`config.mk`:
```
export PLATFORM = sky130hd
export DESIGN_NAME = reg_file_flat
export DESIGN_NICKNAME = d
export VERILOG_FILES = /design/src/rtl/rf_pkg.sv /design/src/rtl/reg_file_if.sv /design/src/rtl/reg_file_dec.sv /design/src/rtl/reg_file.sv /design/src/flat_wrapper.sv
export SDC_FILE = /design/constraint.sdc
export NUM_CORES = 2
export LEC_CHECK = 0
export CAP_MARGIN = 40
export CELL_PAD_IN_SITES_DETAIL_PLACEMENT = 0
export CELL_PAD_IN_SITES_GLOBAL_PLACEMENT = 1
export CORE_UTILIZATION = 58
export DETAILED_ROUTE_END_ITERATION = 8
export PLACE_DENSITY = 0.9
export SLEW_MARGIN = 0
export SYNTH_ARGS = -nofsm -noshare
export SYNTH_HDL_FRONTEND = slang
export SYNTH_SLANG_ARGS = --single-unit
```
`constraint.sdc`:
```
create_clock -name clk -period 6.3 [get_ports clk]
set_clock_uncertainty 0.05 [all_clocks]
set_input_delay 0.63 -clock clk [delete_from_list [all_inputs] [get_ports clk]]
set_output_delay 0.63 -clock clk [all_outputs]
set_load 0.02 [all_outputs]
```
`src/rtl/rf_pkg.sv`:
```
// rf_pkg: shared register-file sizing constants and index type.
package rf_pkg;
   localparam int DATA_W   = 32;
   localparam int ADDR_W   = 5;
   localparam int NREGS    = 32;
   localparam int ZERO_REG = 0;
   typedef logic [ADDR_W-1:0] reg_idx_t;
endpackage

```
`src/rtl/reg_file_if.sv`:
```
// reg_file_if: write-back request and dual read-port bundle of the register file.
interface reg_file_if
   import rf_pkg::*;
#(
   parameter int DATA_W = rf_pkg::DATA_W,
   parameter int ADDR_W = rf_pkg::ADDR_W
);
   logic              RegWrite;
   logic [ADDR_W-1:0] WriteRegister;
   logic [DATA_W-1:0] WriteData;
   logic [ADDR_W-1:0] ReadRegister1;
   logic [ADDR_W-1:0] ReadRegister2;
   logic [DATA_W-1:0] ReadData1;
   logic [DATA_W-1:0] ReadData2;
   logic              WbPending;
   modport master (
      output RegWrite, WriteRegister, WriteData, ReadRegister1, ReadRegister2,
      input  ReadData1, ReadData2, WbPending
   );
   modport slave (
      input  RegWrite, WriteRegister, WriteData, ReadRegister1, ReadRegister2,
      output ReadData1, ReadData2, WbPending
   );
endinterface

```
`src/rtl/reg_file_dec.sv`:
```
// reg_file_dec: one-hot array write-enable decoder; entry 0 is never enabled.
module reg_file_dec
   import rf_pkg::*;
#(
   parameter int ADDR_W = rf_pkg::ADDR_W,
   parameter int NREGS  = rf_pkg::NREGS
) (
   input  logic              wb_en,
   input  logic [ADDR_W-1:0] wb_addr,
   output logic [NREGS-1:0]  we
);
   assign we[0] = 1'b0;
   for (genvar g = 1; g < NREGS; g++) begin : g_we
      assign we[g] = wb_en && (wb_addr == ADDR_W'(g));
   end
endmodule

```
`src/rtl/reg_file.sv`:
```
// reg_file: two-read one-write register file with a one-cycle commit stage
// bypassed onto both read ports; register 0 is hard-wired to zero.
module reg_file
   import rf_pkg::*;
#(
   parameter int DATA_W = rf_pkg::DATA_W,
   parameter int ADDR_W = rf_pkg::ADDR_W,
   parameter int NREGS  = rf_pkg::NREGS
) (
   input  logic     clk,
   input  logic     rst_n,
   reg_file_if.slave bus
);
   logic              wb_en_q,   wb_en_d;
   logic [ADDR_W-1:0] wb_addr_q, wb_addr_d;
   logic [DATA_W-1:0] wb_data_q, wb_data_d;
   logic [DATA_W-1:0] mem_q [NREGS];
   logic [DATA_W-1:0] mem_d [NREGS];
   logic [NREGS-1:0]  we;
   reg_file_dec #(.ADDR_W(ADDR_W), .NREGS(NREGS)) u_dec (
      .wb_en   (wb_en_q),
      .wb_addr (wb_addr_q),
      .we      (we)
   );
   // Writes to register 0 are dropped here so they never pend or bypass.
   always_comb begin
      wb_en_d   = bus.RegWrite && (bus.WriteRegister != ADDR_W'(ZERO_REG));
      wb_addr_d = bus.WriteRegister;
      wb_data_d = bus.WriteData;
      for (int i = 0; i < NREGS; i++) mem_d[i] = we[i] ? wb_data_q : mem_q[i];
   end
   always_ff @(posedge clk) begin
      if (!rst_n) begin
         wb_en_q   <= 1'b0;
         wb_addr_q <= '0;
         wb_data_q <= '0;
         for (int i = 0; i < NREGS; i++) mem_q[i] <= '0;
      end else begin
         wb_en_q   <= wb_en_d;
         wb_addr_q <= wb_addr_d;
         wb_data_q <= wb_data_d;
         for (int i = 0; i < NREGS; i++) mem_q[i] <= mem_d[i];
      end
   end
   assign bus.ReadData1 = (bus.ReadRegister1 == ADDR_W'(ZERO_REG)) ? '0 :
                          (wb_en_q && wb_addr_q == bus.ReadRegister1) ? wb_data_q :
                          mem_q[bus.ReadRegister1];
   assign bus.ReadData2 = (bus.ReadRegister2 == ADDR_W'(ZERO_REG)) ? '0 :
                          (wb_en_q && wb_addr_q == bus.ReadRegister2) ? wb_data_q :
                          mem_q[bus.ReadRegister2];
   assign bus.WbPending = wb_en_q;
endmodule

```
`src/flat_wrapper.sv`:
```
// flat-port wrapper written by rule: the top's interface ports become plain ports
module reg_file_flat import rf_pkg::*;
#(
   parameter int DATA_W = rf_pkg::DATA_W,
   parameter int ADDR_W = rf_pkg::ADDR_W,
   parameter int NREGS  = rf_pkg::NREGS
)
  (clk, rst_n, bus_RegWrite, bus_WriteRegister, bus_WriteData, bus_ReadRegister1, bus_ReadRegister2, bus_ReadData1, bus_ReadData2, bus_WbPending);
  reg_file_if #(.DATA_W(DATA_W), .ADDR_W(ADDR_W)) bus_i ();
  input  logic clk;
  input  logic rst_n;
  input wire logic [$bits(bus_i.RegWrite)-1:0] bus_RegWrite;
  input wire logic [$bits(bus_i.WriteRegister)-1:0] bus_WriteRegister;
  input wire logic [$bits(bus_i.WriteData)-1:0] bus_WriteData;
  input wire logic [$bits(bus_i.ReadRegister1)-1:0] bus_ReadRegister1;
  input wire logic [$bits(bus_i.ReadRegister2)-1:0] bus_ReadRegister2;
  output wire logic [$bits(bus_i.ReadData1)-1:0] bus_ReadData1;
  output wire logic [$bits(bus_i.ReadData2)-1:0] bus_ReadData2;
  output wire logic [$bits(bus_i.WbPending)-1:0] bus_WbPending;
  assign bus_i.RegWrite = bus_RegWrite;
  assign bus_i.WriteRegister = bus_WriteRegister;
  assign bus_i.WriteData = bus_WriteData;
  assign bus_i.ReadRegister1 = bus_ReadRegister1;
  assign bus_i.ReadRegister2 = bus_ReadRegister2;
  assign bus_ReadData1 = bus_i.ReadData1;
  assign bus_ReadData2 = bus_i.ReadData2;
  assign bus_WbPending = bus_i.WbPending;
  reg_file #(.DATA_W(DATA_W), .ADDR_W(ADDR_W), .NREGS(NREGS)) u_core (.clk(clk), .rst_n(rst_n), .bus(bus_i));
endmodule
```
== Yosys cells after proc, flatten, opt, wreduce, memory -nomap -nowiden ==
Memory sizes are Yosys's and may differ from the RTL's.
Index checks and enable logic that the tools add are counted.
Cells by class
  equality and inequality tests: 65
  multiplexer cells: 69
  bitwise logic cells: 32
  reduce and logical (&&, ||, !) cells: 69
Operator list (number)
  $mux 32: 67
  $eq 5x5->1 const B: 16
  $reduce_and 2->1: 32
  $eq 5x4->1 const B: 8
  $logic_and 1x1->1: 34
  $or 1x1->1: 32
  $ne 1x1->1 const B: 31
  $eq 5x3->1 const B: 4
  $eq 5x2->1 const B: 2
  $eq 5x5->1: 2
  $logic_not 5->1: 2
  $eq 5x1->1 const B: 1
  $reduce_bool 5->1: 1
  $mux 1: 2
  $ne 0x0->1: 1
Storage, ports and cells
  bits in registers: 38
  bits in writable memories: 1024
  input port bits: 50
  output and inout bits: 65
  word-level logic and storage cells: 239
  memories: 1
Memory list
  u_core.mem_q: depth 32, width 32, read ports 2, clocked after Yosys merged registers in 0, wr ports 32, line reg_file.sv:17  | logic [DATA_W-1:0] mem_q [NREGS];

== Depth between registers and ports, before layout ==
  depth in word-level cells: 5
  mapped depth: 10
  gate-level depth less buffers: 5

== By module ==
From an unflattened synthesis, not the netlist that was laid out.
Second synthesis, totals
  cells, all modules: 3493
  area, all modules: 53732.8 sq um
By module, submodules not included
  reg_file: times used 1, cells an instance 3445, area an instance 53495.1 sq um, seq. area each 31510.2 sq um
  reg_file_dec: times used 1, cells an instance 48, area an instance 237.7 sq um, seq. area each 0.0 sq um

== Worst setup path before layout ==
No wires, ideal clock.
  kind: register to register
  start: register u_core.wb_en_q (netlist: u_core.bus.WbPending)
  end: memory u_core.mem_q[20][0] (enable)
  setup time: 466 ps
  arrival: 3163 ps
  required time: 5784 ps
  setup slack: 2621 ps
  stages on the path, launching flop included: 4
  buffers on the path: 1
  period minus slack after synthesis: 3679 ps
  cells stage by stage: dfxtp_1 > clkbuf_1 > nand4b_1 > o21ai_0
RTL lines
  start, declared: line reg_file.sv:14  | logic wb_en_q, wb_en_d;
  start signal, assigned: line reg_file.sv:39  | wb_en_q <= wb_en_d;
  end, declared: line reg_file.sv:17

== Worst setup path after layout ==
  start: input bus_ReadRegister1[0]
  end: output bus_ReadData1[20]
Between the ends
  word-level cells in the longest chain between the ends: 4
  elaborated cells on any way between the ends: 6
  those cells by class: eq/ne: 1; mux: 2; reduce/logical: 2; memory: 1
RTL lines
  start, declared: line flat_wrapper.sv:15  | input wire logic [$bits(bus_i.ReadRegister1)-1:0] bus_ReadRegister1;
  branches (longest 3 deep; another with $mem_v2 32x32)
  $mux 32 *: line reg_file.sv:45  | assign bus.ReadData1 = (bus.ReadRegister1 == ADDR_W'(ZERO_REG)) ? '0 :
  end, declared: line flat_wrapper.sv:17  | output wire logic [$bits(bus_i.ReadData1)-1:0] bus_ReadData1;
Mark *: on every way between the ends.

==> impl_metrics.py <==
metrics = {
    "pwr": {
        "powerDensity_nw_per_um2": 293,
        "net-switching-power_mw": 4.23,
        "p_int_mw": 12.4,
        "ir_drop_mv": 0.247,
        "power_switching_share_pct": 25.5,
        "power_frac_clock_pct": 37.0,
        "power.share.sequential_pct": 49.4,
        "p_leak_nw": 18.8,
        "p_comb_share_pct": 13.6,
    },
    "cts": {
        "cts_buffers": 103,
        "cts_tree": "done",
        "clock_latency_ps": 690,
        "cts_setup_buffers": 0,
        "cts_root_buf": "clkbuf_16",
        "cts_buffer_depth": 3,
        "numClockSinks": 1030,
        "clk_pin_slew_ps": 60,
        "postCtsHoldBufs": 0,
        "cts_resized": 0,
        "cts.htree.levels": 3,
    },
    "worst_setup_path": {
        "worst-setup-path-type": "input pin to primary output",
        "cp_num_buf_inv": 4,
        "cpMostUsedCell": "buf_4",
        "arrival_ps": 4380,
        "reg2reg_slack_ps": 2920,
        "path_delay_family": "buffers and inverters",
        "cp-start-kind": "input pin",
        "reg2regPathDepth": 6,
        "required_ps": 5620,
        "worstReg2RegEnd": "u_core.mem_q[3][20]",
        "critical_path.max_fanout": 70,
        "path_depth": 9,
        "cp_slowest_stage_delay_ps": 780,
        "crit_chain": "buf_8 -> buf_4 -> nor2_1 -> and2_1 -> buf_4 -> a22oi_1 -> o211ai_1 -> o221a_2 -> clkdlybuf4s50_1",
        "cp-end-kind": "primary output",
        "reg2reg_from": "u_core.bus.WbPending",
        "slowest_stage": "buf_4",
    },
    "cells_and_area": {
        "fillerInstances": 5931,
        "final_common_cell": "edfxtp_1",
        "final_nets": 3447,
        "final_cell_mix": "edfxtp_1 (992), nor2_1 (630), mux4_2 (384)",
        "layoutNonFillerInstCount": 4644,
        "final_layout_size_suffix_gt1_share_pct": 24.2,
        "area_growth_pct": 11.5,
    },
    "synthesis": {
        "synth_xor_area_share_pct": 0.173,
        "yosysTopAreaCell": "edfxtp_1",
        "synth_area_leaders": "edfxtp_1 (59%), mux4_2 (17%), nor2_1 (4.7%)",
        "yosysWarnings": 0,
        "seq_area_frac_synth_pct": 60.2,
        "synth_top_family_by_area": "multiplexers",
        "synthDistinctLibCells": 64,
        "avgSynthCellArea_um2": 15.2,
        "synth_edf_count": 992,
        "synth-simple-area-share_pct": 7.41,
        "synthArstFlopShare_pct": 0,
        "ys_seq_elements": 1030,
        "synthCells": 3350,
        "yosysTopAreaCellShare_pct": 58.7,
        "syn_area_um2": 50800,
        "synth_compound_area_share_pct": 6.56,
        "synthMuxAreaShare_pct": 22.1,
        "syn_nets": 3400,
        "synth_fa_ha_area_share_pct": 0,
        "synth_ff_type": "edfxtp_1",
    },
    "placement": {
        "dpl.cell_count": 4446,
        "portBuffers": 114,
        "gp_congestion": 0.917,
        "dp_hpwl_um": 104000,
    },
    "die": {
        "fp-row-count": 108,
        "dieArea_um2": 88700,
        "die_x_um": 298,
        "dieHeight_um": 298,
        "initial_core_util_pct": 58.5,
        "core_um2": 86800,
        "ioPinCount": 115,
    },
    "timing": {
        "fmax_mhz": 197,
        "setup_violations": 0,
        "tightest_slew_ps": 1010,
        "rsz0062_at_grt": "false",
        "hold_violations": 0,
        "finalCriticalPeriod_ps": 5060,
        "slew_headroom_pct": 32.6,
        "period_share_pct": 80.4,
        "finalMaxSlewViolations": 0,
        "final.setup.tns_ps": 0,
    },
    "grt": {
        "gr-total-overflow": 0,
        "grt_max_degree": 77,
        "first_global_vias": 35700,
        "grt_pass1_wl_um": 250000,
        "grtUsageTotal_pct": 39.9,
        "antenna_found_initial": 5,
    },
    "worst_hold_path": {
        "min_path_cells": 2,
        "holdCritPathClass": "input pin to flip-flop",
        "hp-start": "rst_n",
        "hold_end": "u_core.wb_data_q[11]",
    },
    "drt": {
        "ant_nets": 0,
        "drt_pass1_iterations": 9,
        "routed_wl_um": 178000,
        "drt_iter0_drc": 7193,
        "wl_per_cell_um": 38.3,
        "drcViolationCount": 0,
        "vias": 36200,
        "routed_via_density": 7.78,
    },
    "outcome": {
        "status": "finished, final reports clean",
    },
    "job": {
        "drv_cap": 0,
    },
}
-- through the flow --
step / power (mW) / hold WS, ps / instance area (um^2) / worst slack, ps / util (%)
finish: 16.6 / 284 / 56600 / 1240 / 65.2
global route: 16.9 / 284 / 56600 / 1140 / 65.2
CTS: 16.5 / 263 / 56600 / 1390 / 65.2
detailed placement: 10.5 / 797 / 53300 / 1370 / 61.4
global placement: 10.4 / 796 / 53000 / 1120 / 61.1
floorplan: 9.60 / 636 / 50800 / 2620 / -
-- kinds of logic (layout without fill, tap and decap cells) --
family	after synthesis	count (layout)
flops	1030	1030
xor+xnor	10	10
mux	629	629
other cells	0	5
simple gates	899	899
compound gates	431	431
buf+inv	351	485
-- cell usage after synthesis, drive strengths merged (2+ instances only) --
cell / number
a2111oi: 12
a211oi: 30
a21oi: 28
a221oi: 57
a22o: 15
a22oi: 112
and2: 41
and3: 4
buf: 156
clkbuf: 163
dfxtp: 38
edfxtp: 992
inv: 32
mux2: 51
mux2i: 191
mux4: 387
nand2: 104
nand2b: 8
nand3: 8
nand4: 2
nand4b: 2
nor2: 632
nor2b: 12
nor3: 35
nor3b: 4
nor4: 23
o211ai: 19
o21ai: 40
o221a: 19
o221ai: 13
o22ai: 49
o2bb2ai: 10
o31a: 10
o32a: 12
or2: 19
xnor2: 6
xor2: 4
-- worst reg2reg max path: cells and delay by family, from the launching register on --
family,cells,cell delay (ps)
flops,1,590
buf+inv,2,950
simple gates,4,1360
-- power by group through the flow --
stage / Sequential, mW / Combinational [mW] / Clock [mW]
5_1_grt: 8.23 / 2.28 / 6.35
2_1_floorplan: 8.23 / 1.37 / 0
3_5_place_dp: 8.32 / 2.16 / 0
3_3_place_gp: 8.26 / 2.12 / 0
4_1_cts: 8.18 / 2.18 / 6.09
6_report: 8.20 / 2.25 / 6.13
-- per-layer routing --
metal  track usage, %  up-vias  share of wire, %
met5            0.433        -             0.039
met4             26.6        4               7.9
met3             14.4      984                18
met1             51.3    17800                31
met2             57.4     3994                43
li1                 -    13400                 -
-- worst max-delay path by stage --
stage                                    start                   to  slack [ps]
final                     bus_ReadRegister1[0]    bus_ReadData1[20]        1240
after global placement    bus_ReadRegister2[4]    bus_ReadData2[12]        1120
after global routing      bus_ReadRegister1[0]    bus_ReadData1[28]        1140
after floorplan           u_core.bus.WbPending  u_core.mem_q[20][0]        2620
after detailed placement  bus_ReadRegister1[0]    bus_ReadData1[20]        1370
after CTS                 bus_ReadRegister1[0]    bus_ReadData1[20]        1390
-- registers in the layout, indices dropped and copies added, names as in the netlist --
register and cells:
u_core.mem_q 992, u_core.bus.WbPending 1, u_core.wb_data_q 32, u_core.wb_addr_q 5
-- layout make-up --
| type | instances | area [um^2] | area share, % |
|---|---|---|---|
| antenna | 5 | 12.5 | 0.0221 |
| clock buffer | 139 | 2840 | 5.01 |
| clock inverter | 53 | 465 | 0.823 |
| inverter | 32 | 120 | 0.212 |
| multi-input combinational | 1969 | 18700 | 33.0 |
| sequential | 1030 | 30500 | 54.0 |
| tap | 1155 | 1450 | 2.55 |
| timing repair buffer | 261 | 2460 | 4.35 |
Power figures use the tool's default switching activity.
